### src/rtl/ss_enc_emulator_if.sv
// ss_enc_emulator_if: signal bundle between the bus register block, the SSI pins and the
// SSI encoder emulator.
//   master modport : bus/pin side (drives controls, position, ss_clk_in; reads status)
//   slave modport  : the emulator (ss_enc_emulator)
// Signals:
//   enable, gray_en          control bits from the bus register
//   pos_data, pos_load       position word and its 1-cycle load strobe
//   ss_clk_in                external SSI clock (asynchronous, idles high)
//   ss_do, ss_dat_dir        SSI data out and data transceiver direction (1 = drive)
//   ss_clk_dir               clock transceiver direction (always receive)
//   busy, frame_done,        frame status and event pulses
//   aborted, frame_count
interface ss_enc_emulator_if #(
  parameter int unsigned DATA_BITS = 24
);
  logic                 enable;
  logic                 gray_en;
  logic [DATA_BITS-1:0] pos_data;
  logic                 pos_load;
  logic                 ss_clk_in;
  logic                 ss_do;
  logic                 ss_dat_dir;
  logic                 ss_clk_dir;
  logic                 busy;
  logic                 frame_done;
  logic                 aborted;
  logic [15:0]          frame_count;

  modport master (
    output enable, gray_en, pos_data, pos_load, ss_clk_in,
    input  ss_do, ss_dat_dir, ss_clk_dir, busy, frame_done, aborted, frame_count
  );

  modport slave (
    input  enable, gray_en, pos_data, pos_load, ss_clk_in,
    output ss_do, ss_dat_dir, ss_clk_dir, busy, frame_done, aborted, frame_count
  );
endinterface

### src/rtl/ss_enc_emulator.sv
// ss_enc_emulator: responder end of an SSI absolute-encoder link. Emulates an encoder so the
// station's SS Enc pins can feed a UUT. A DSP-written position is held in a shadow register,
// latched (optionally Gray-coded) on the first falling edge of the external SSI clock and
// shifted out MSB-first on the following rising edges. After the last bit the data line is
// held low until the monoflop time passes without a clock edge, then returns high (idle).
// Ports:
//   xclk   master clock (DSP external bus clock)
//   reset  asynchronous, active-low reset
//   bus    ss_enc_emulator_if slave modport (controls, position, SSI pins, status)
module ss_enc_emulator #(
  parameter int unsigned DATA_BITS       = 24,
  parameter int unsigned MONOFLOP_CYCLES = 750,
  parameter int unsigned SYNC_STAGES     = 2
) (
  input logic              xclk,
  input logic              reset,
  ss_enc_emulator_if.slave bus
);

  localparam int unsigned CntW = $clog2(DATA_BITS + 1);
  localparam int unsigned TmrW = $clog2(MONOFLOP_CYCLES + 1);
  localparam logic [CntW-1:0] LastCnt = CntW'(DATA_BITS);
  localparam logic [TmrW-1:0] TmrInit = TmrW'(MONOFLOP_CYCLES);
  localparam logic [TmrW-1:0] TmrOne  = TmrW'(1);

  typedef enum logic [1:0] {StIdle, StShift, StMono} state_e;

  // Clock synchronizer and registered edge detection. Reset to the idle-high level so that
  // releasing reset never looks like a falling edge.
  logic [SYNC_STAGES-1:0] sync_q;
  logic                   prev_q;
  logic                   rise_q;
  logic                   fall_q;

  always_ff @(posedge xclk or negedge reset) begin
    if (!reset) begin
      sync_q <= '1;
      prev_q <= 1'b1;
      rise_q <= 1'b0;
      fall_q <= 1'b0;
    end else begin
      sync_q <= {sync_q[SYNC_STAGES-2:0], bus.ss_clk_in};
      prev_q <= sync_q[SYNC_STAGES-1];
      rise_q <= sync_q[SYNC_STAGES-1] & ~prev_q;
      fall_q <= ~sync_q[SYNC_STAGES-1] & prev_q;
    end
  end

  // Shadow register is written in any state; frames only see it when they start.
  logic [DATA_BITS-1:0] shadow_q;
  logic [DATA_BITS-1:0] load_word;

  always_ff @(posedge xclk or negedge reset) begin
    if (!reset) begin
      shadow_q <= '0;
    end else if (bus.pos_load) begin
      shadow_q <= bus.pos_data;
    end
  end

  always_comb begin
    load_word = shadow_q;
    if (bus.gray_en) begin
      load_word = shadow_q ^ (shadow_q >> 1);
    end
  end

  logic                 dat_dir_q;

  always_ff @(posedge xclk or negedge reset) begin
    if (!reset) begin
      dat_dir_q <= 1'b0;
    end else begin
      dat_dir_q <= bus.enable;
    end
  end

  state_e               state_q;
  logic [DATA_BITS-1:0] shreg_q;
  logic [CntW-1:0]      bit_cnt_q;
  logic [TmrW-1:0]      timer_q;
  logic                 ss_do_q;
  logic                 busy_q;
  logic                 frame_done_q;
  logic                 aborted_q;
  logic [15:0]          frame_count_q;

  always_ff @(posedge xclk or negedge reset) begin
    if (!reset) begin
      state_q       <= StIdle;
      shreg_q       <= '0;
      bit_cnt_q     <= '0;
      timer_q       <= '0;
      ss_do_q       <= 1'b1;
      busy_q        <= 1'b0;
      frame_done_q  <= 1'b0;
      aborted_q     <= 1'b0;
      frame_count_q <= '0;
    end else begin
      frame_done_q <= 1'b0;
      aborted_q    <= 1'b0;
      case (state_q)
        StIdle: begin
          ss_do_q <= 1'b1;
          if (fall_q) begin
            shreg_q   <= load_word;
            bit_cnt_q <= '0;
            timer_q   <= TmrInit;
            busy_q    <= 1'b1;
            state_q   <= StShift;
          end
        end
        StShift: begin
          if (rise_q) begin
            timer_q <= TmrInit;
            if (bit_cnt_q == LastCnt) begin
              ss_do_q <= 1'b0;
              state_q <= StMono;
            end else begin
              ss_do_q   <= shreg_q[DATA_BITS-1];
              shreg_q   <= {shreg_q[DATA_BITS-2:0], 1'b0};
              bit_cnt_q <= bit_cnt_q + CntW'(1);
            end
          end else if (fall_q) begin
            timer_q <= TmrInit;
          end else if (timer_q == TmrOne) begin
            // Master stopped clocking mid-word.
            ss_do_q   <= 1'b1;
            aborted_q <= 1'b1;
            busy_q    <= 1'b0;
            state_q   <= StIdle;
          end else begin
            timer_q <= timer_q - TmrOne;
          end
        end
        StMono: begin
          ss_do_q <= 1'b0;
          // A rising edge keeps the monoflop alive. A falling edge coinciding with expiry is
          // dropped: the frame ends and that edge does not start a new one.
          if (rise_q) begin
            timer_q <= TmrInit;
          end else if (timer_q == TmrOne) begin
            ss_do_q       <= 1'b1;
            frame_done_q  <= 1'b1;
            frame_count_q <= frame_count_q + 16'd1;
            busy_q        <= 1'b0;
            state_q       <= StIdle;
          end else if (fall_q) begin
            timer_q <= TmrInit;
          end else begin
            timer_q <= timer_q - TmrOne;
          end
        end
        default: begin
          ss_do_q <= 1'b1;
          busy_q  <= 1'b0;
          state_q <= StIdle;
        end
      endcase
    end
  end

  assign bus.ss_do       = ss_do_q;
  assign bus.ss_dat_dir  = dat_dir_q;
  assign bus.ss_clk_dir  = 1'b0;
  assign bus.busy        = busy_q;
  assign bus.frame_done  = frame_done_q;
  assign bus.aborted     = aborted_q;
  assign bus.frame_count = frame_count_q;

endmodule

### src/flat_wrapper.sv
// flat-port wrapper written by rule: the top's interface ports become plain ports
module ss_enc_emulator_flat 
#(
  parameter int unsigned DATA_BITS       = 24,
  parameter int unsigned MONOFLOP_CYCLES = 750,
  parameter int unsigned SYNC_STAGES     = 2
)
  (xclk, reset, bus_enable, bus_gray_en, bus_pos_data, bus_pos_load, bus_ss_clk_in, bus_ss_do, bus_ss_dat_dir, bus_ss_clk_dir, bus_busy, bus_frame_done, bus_aborted, bus_frame_count);
  ss_enc_emulator_if #(.DATA_BITS(DATA_BITS)) bus_i ();
  input logic xclk;
  input logic reset;
  input wire logic [$bits(bus_i.enable)-1:0] bus_enable;
  input wire logic [$bits(bus_i.gray_en)-1:0] bus_gray_en;
  input wire logic [$bits(bus_i.pos_data)-1:0] bus_pos_data;
  input wire logic [$bits(bus_i.pos_load)-1:0] bus_pos_load;
  input wire logic [$bits(bus_i.ss_clk_in)-1:0] bus_ss_clk_in;
  output wire logic [$bits(bus_i.ss_do)-1:0] bus_ss_do;
  output wire logic [$bits(bus_i.ss_dat_dir)-1:0] bus_ss_dat_dir;
  output wire logic [$bits(bus_i.ss_clk_dir)-1:0] bus_ss_clk_dir;
  output wire logic [$bits(bus_i.busy)-1:0] bus_busy;
  output wire logic [$bits(bus_i.frame_done)-1:0] bus_frame_done;
  output wire logic [$bits(bus_i.aborted)-1:0] bus_aborted;
  output wire logic [$bits(bus_i.frame_count)-1:0] bus_frame_count;
  assign bus_i.enable = bus_enable;
  assign bus_i.gray_en = bus_gray_en;
  assign bus_i.pos_data = bus_pos_data;
  assign bus_i.pos_load = bus_pos_load;
  assign bus_i.ss_clk_in = bus_ss_clk_in;
  assign bus_ss_do = bus_i.ss_do;
  assign bus_ss_dat_dir = bus_i.ss_dat_dir;
  assign bus_ss_clk_dir = bus_i.ss_clk_dir;
  assign bus_busy = bus_i.busy;
  assign bus_frame_done = bus_i.frame_done;
  assign bus_aborted = bus_i.aborted;
  assign bus_frame_count = bus_i.frame_count;
  ss_enc_emulator #(.DATA_BITS(DATA_BITS), .MONOFLOP_CYCLES(MONOFLOP_CYCLES), .SYNC_STAGES(SYNC_STAGES)) u_core (.xclk(xclk), .reset(reset), .bus(bus_i));
endmodule
### config.mk
export PLATFORM = sky130hd
export DESIGN_NAME = ss_enc_emulator_flat
export DESIGN_NICKNAME = d
export VERILOG_FILES = /design/src/rtl/ss_enc_emulator_if.sv /design/src/rtl/ss_enc_emulator.sv /design/src/flat_wrapper.sv
export SDC_FILE = /design/constraint.sdc
export NUM_CORES = 1
export LEC_CHECK = 0
export CAP_MARGIN = 15
export CORE_MARGIN = 5
export CORE_UTILIZATION = 40
export DETAILED_ROUTE_END_ITERATION = 8
export GPL_TIMING_DRIVEN = 1
export PLACE_DENSITY = 0.65
export SYNTH_ARGS = -nofsm -noshare
export SYNTH_HDL_FRONTEND = slang
export SYNTH_SLANG_ARGS = --single-unit
### constraint.sdc
create_clock -name xclk -period 3.15 [get_ports xclk]
set_input_delay 0.7875 -clock xclk [delete_from_list [all_inputs] [get_ports xclk]]
set_output_delay 0.7875 -clock xclk [all_outputs]
set_load 0.02 [all_outputs]
* Word-level counts from Yosys, hierarchy flattened
Cells that the tools add are included.
Storage, ports and cells: flip-flop bits (word level) 91, output and inout port bits 22, word-level logic and storage cells 89
Operators by class: add/subtract/negate cells 3, equal/unequal tests 15, multiplexer cells 41, bitwise operators 6, reductions and logical operators 9
Operator list (number):
- $mux W24 | 4
- $mux W10 | 7
- $pmux W24 S2 | 1
- $pmux W10 S3 | 1
- $xor A24 B23 Y24 | 1
- $add A16 B1 Y16 const B | 1
- $reduce_and A4 Y1 | 4
- $mux W1 | 15
- $mux W5 | 3
- $mux W2 | 6
- $eq A10 B1 Y1 const B | 1
- $pmux W5 S2 | 1
- $sub A10 B1 Y10 const B | 1
- $ne A2 B2 Y1 const B | 4
- $ne A3 B2 Y1 const B | 2
- $pmux W2 S3 | 1
- $add A5 B1 Y5 const B | 1
- $eq A5 B5 Y1 const B | 1
- $ne A2 B1 Y1 const B | 2
- $ne A4 B2 Y1 const B | 1
- $ne A3 B1 Y1 const B | 1
- $ne A3 B3 Y1 const B | 1
- $not A1 Y1 | 3
- $pmux W1 S3 | 1
- 9 further kinds | 10

* Depth between registers and ports, before layout
depth in word-level cells 5, mapped depth 8, mapped depth without buffers 7

* Least setup slack after synthesis
Ideal clock, no wire load.
kind register to register, from register u_core.timer_q[0], to register u_core.timer_q[8], setup time 0.087 ns, arrival 2.120 ns, required time 3.063 ns, path slack 0.943 ns, cell stages (with the launch flop) 7, buffers on the path 0, cells stage by stage dfrtp_1 -> inv_1 -> ha_1 -> or4b_1 -> or4_2 -> or3_1 -> o211ai_1
On the way: longest elaborated chain between the ends 5, elaborated cells between the ends (all ways) 12
RTL lines:
- start: declaration | RTL line ss_enc_emulator.sv:81 | logic [TmrW-1:0] timer_q;
- start signal: assignment | RTL line ss_enc_emulator.sv:108 | timer_q <= TmrInit;
- start signal: assignment | RTL line ss_enc_emulator.sv:115 | timer_q <= TmrInit;
- start signal: assignment | RTL line ss_enc_emulator.sv:125 | timer_q <= TmrInit;
- $sub A10 B1 Y10 | RTL line ss_enc_emulator.sv:133, ss_enc_emulator.sv:151
- $mux W10 (on tied branches) | RTL line ss_enc_emulator.sv:148, ss_enc_emulator.sv:126
- $mux W10 (on tied branches) | RTL line ss_enc_emulator.sv:142, ss_enc_emulator.sv:124
- $mux W10 (on tied branches) | RTL line ss_enc_emulator.sv:140, ss_enc_emulator.sv:114
- $pmux W10 S3 | RTL line ss_enc_emulator.sv:102 | case (state_q)
Parallel ways exist; a longest one is shown, timed or not. The select of a mux whose other input is x is not followed. A chain may end at the register's enable or synchronous reset.

* Final worst setup path
from register u_core.state_q[1], to register u_core.shreg_q[15]
On the way: longest elaborated chain between the ends 3, elaborated cells between the ends (all ways) 8
RTL lines:
- start: declaration | RTL line ss_enc_emulator.sv:78 | state_e state_q;
- start signal: assignment | RTL line ss_enc_emulator.sv:90 | state_q <= StIdle;
- start signal: assignment | RTL line ss_enc_emulator.sv:110 | state_q <= StShift;
- start signal: assignment | RTL line ss_enc_emulator.sv:118 | state_q <= StMono;
- $eq A2 B1 Y1 or $logic_not A2 Y1 (tied branches) | RTL line ss_enc_emulator.sv:102
- $ne A2 B1 Y1 (no source line), or another cell as far along
- $reduce_and A4 Y1 (no source line)
- end signal: assignment | RTL line ss_enc_emulator.sv:106 | shreg_q <= load_word;
- end signal: assignment | RTL line ss_enc_emulator.sv:121 | shreg_q <= {shreg_q[DATA_BITS-2:0], 1'b0};
- end: declaration | RTL line ss_enc_emulator.sv:79 | logic [DATA_BITS-1:0] shreg_q;
Parallel ways exist; a longest one is shown, timed or not.

==> qor.txt <==
CP Class: reg2reg
Core Footprint: 0.0113 mm^2
Post-route ant nets: 0
Crit path arrival time: 2.69 ns
Via count: 3,197
Post-DR vias/cell: 5.16
Post-synth EDFFs: 0
Fin area: 0.00549 mm^2
Final cell count without fillers: 619
Seq cells post-synth: 91
Final net count: 510
Netlist Area Pre-Place: 0.00456 mm^2
Clk pin slew, worst setup/hold paths: 0.07 ns
Drt pass-1 iters: 4
CTS Buffer Depth: 2
Synth Flop Type: dfrtp_1
Gpl congestion: 0.777
WL per Instance: 14.3 um
Share of layout cells above drive strength 1: 18.3%
PD cells: 679 mW/mm^2
Maximum clock frequency: 0.406 GHz
Highest-count cells in the layout ignoring fill and taps: 87 x dfrtp_1, 62 x nand2_1, 49 x clkdlybuf4s50_1, 47 x mux2_2, 39 x o21ai_0
Crit path cell chain: inv_1 > ha_2 > and2_1 > a22oi_1 > or2_2 > mux2_2
Post-Route Utilization: 48.7%
Leak: 0.00227 uW
Ys Warns: 0
Clock Tree Root: clkbuf_16
Hold_buf cts: 0
Resize count post-CTS: 0
Pin count of the biggest net entering global routing: 56
Final critical-path required period: 2.46 ns
Slew HR: 49.7%
Dpl cells: 603
Final period util: 78.2%
DR iter-0 viols: 133
CP Capture Type: flip-flop
Hold Crit Class: reg2reg
Startpoint Class: flip-flop
# diodes: 0
Sequential area share after synthesis: 50.1%
Mapped Cells: 425
Residual DRC: 0
GRT Overall Usage: 13.9%
Final clock skew: 0.00801 ns
Setup violations, final: 0
Total setup buffers inserted after CTS: 0
Worst-Skew Late Latency: 0.34 ns
Setup_tns: 0 ns
Die W: 117 um
Worst setup margin: 0.687 ns
Synthesized area per cell: 10.7 um^2
Peak VDD IR: 0.000388 V
Status: finished clean
Post-synth ARST share: 100%
Synth Net Count: 464
Grt total ovfl: 0
Floorplan row count: 39
Die area: 0.0136 mm^2
CTS tree: built
Vias in the first global route: 3,301
Chip Height: 117 um
Dpl ws: 0.700 ns
Starting density of the core: 40.4%
Routed WL: 8820 um
Worst-Margin Slew: 0.754 ns
HPWL after DPL: 6090 um
I/O Pins: 52
CTS H-tree depth: 3
Final Slew Violations: 0
Hold Crit Depth: 0
Max Cap Viol: 0
Sink Count: 91
Crit path largest cell delay: 0.61 ns
R2R depth: 6
CTS Buf Count: 9
CP max-delay cell: or2_2
CP Max Fanout: 29
Final Hold Vio Count: 0
RSZ-0062 raised after global routing: no
Cell Area, Placed: 0.00520 mm^2
Area Growth Syn to Fin: 20.5%
Count of different cell masters after synthesis: 59
First-pass GRT wire length: 15,300 um
Initial antenna violation count: 0
Most common cell after layout, fill and taps aside: dfrtp_1
CP required: 3.37 ns
Count of input and output buffers: 50
==> Yosys cell counts (3+ instances only) <==
master | count | area (um^2)
a21oi_1 | 3 | 15.0
buf_2 | 3 | 15.0
clkbuf_1 | 14 | 52.6
dfrtp_1 | 87 | 2180
dfstp_2 | 4 | 105
ha_1 | 9 | 113
inv_1 | 9 | 33.8
mux2_2 | 47 | 529
nand2_1 | 62 | 233
nand2b_1 | 6 | 37.5
nand3_1 | 11 | 55.1
nand4_1 | 5 | 31.3
nor2_1 | 11 | 41.3
nor2b_1 | 3 | 18.8
nor3_1 | 14 | 70.1
o21ai_0 | 39 | 195
o22a_1 | 5 | 43.8
o311ai_0 | 3 | 26.3
or2_2 | 3 | 18.8
xnor2_1 | 7 | 61.3
xor2_1 | 31 | 272
==> area by class of cell <==
| type | instances | area, um^2 |
|---|---|---|
| Sequential cell | 91 | 2280 |
| Clock buffer | 11 | 233 |
| Timing Repair Buffer | 55 | 548 |
| Tap cell | 143 | 179 |
| Clock inverter | 5 | 61.3 |
| Inverter | 10 | 37.5 |
| Multi-Input combinational cell | 304 | 2150 |
| Fill cell | 1077 | 5780 |
==> kinds of logic (layout without fill, tap and decap cells) <==
family / count (synthesis) / after routing / share of synthesized area [%]
and+or+nand+nor: 142 / 142 / 16.3
DFF: 91 / 91 / 50.1
AOI/OAI and AO/OA: 66 / 66 / 9.11
muxes: 48 / 48 / 11.8
xor gates and xnor gates: 38 / 38 / 7.30
buffers and inverters: 30 / 81 / 2.80
adders and majority gates: 9 / 9 / 2.47
other: 1 / 1 / 0.0823
==> routing by layer <==
metal	share of wire [%]	vias up	global-route usage [%]
li1	-	1579	-
met1	44	1559	17.3
met2	50	51	24.0
met3	4.4	8	3.37
met4	1.4	0	4.36
met5	0	-	0
==> final timing paths <==
path	start	to	slack [ns]
worst max-delay path	u_core.state_q[1]	u_core.shreg_q[15]	0.69
worst min-delay path	u_core.sync_q[0]	u_core.sync_q[1]	0.36
worst max register to register	u_core.state_q[1]	u_core.shreg_q[15]	0.69
worst min register to register	u_core.sync_q[0]	u_core.sync_q[1]	0.36
max in group asynchronous	reset	u_core.shadow_q[6]	2.00
min in group asynchronous	reset	u_core.bus.frame_done	0.49
==> flip-flops by register name, summed over array words and instances (netlist names), 2 cells and up <==
signal,count
u_core.shreg_q,24
u_core.bus.frame_count,16
u_core.bit_cnt_q,5
u_core.timer_q,10
u_core.state_q,2
u_core.shadow_q,24
u_core.sync_q,2
==> through the flow <==
step	power, uW	hold WS, ns
after global routing	3990	0.365
after CTS	3790	0.365
after detailed placement	2700	0.348
after global placement	2640	0.348
after floorplan	2410	0.345
final	3730	0.363
==> critical path, delay by kind of cell (launching register included) <==
kind                       cells  cell delay [ns]
DFF                            1             0.40
muxes                          1             0.41
buffers and inverters          1             0.08
AOI/OAI and AO/OA              1             0.40
and+or+nand+nor                2             0.81
adders and majority gates      1             0.22
==> power breakdown <==
part / internal, uW / switching [uW]
clock: 621 / 444
sequential: 1430 / 167
combinational: 526 / 543
total: 2580 / 1150
(Power assumes the default switching activity.)
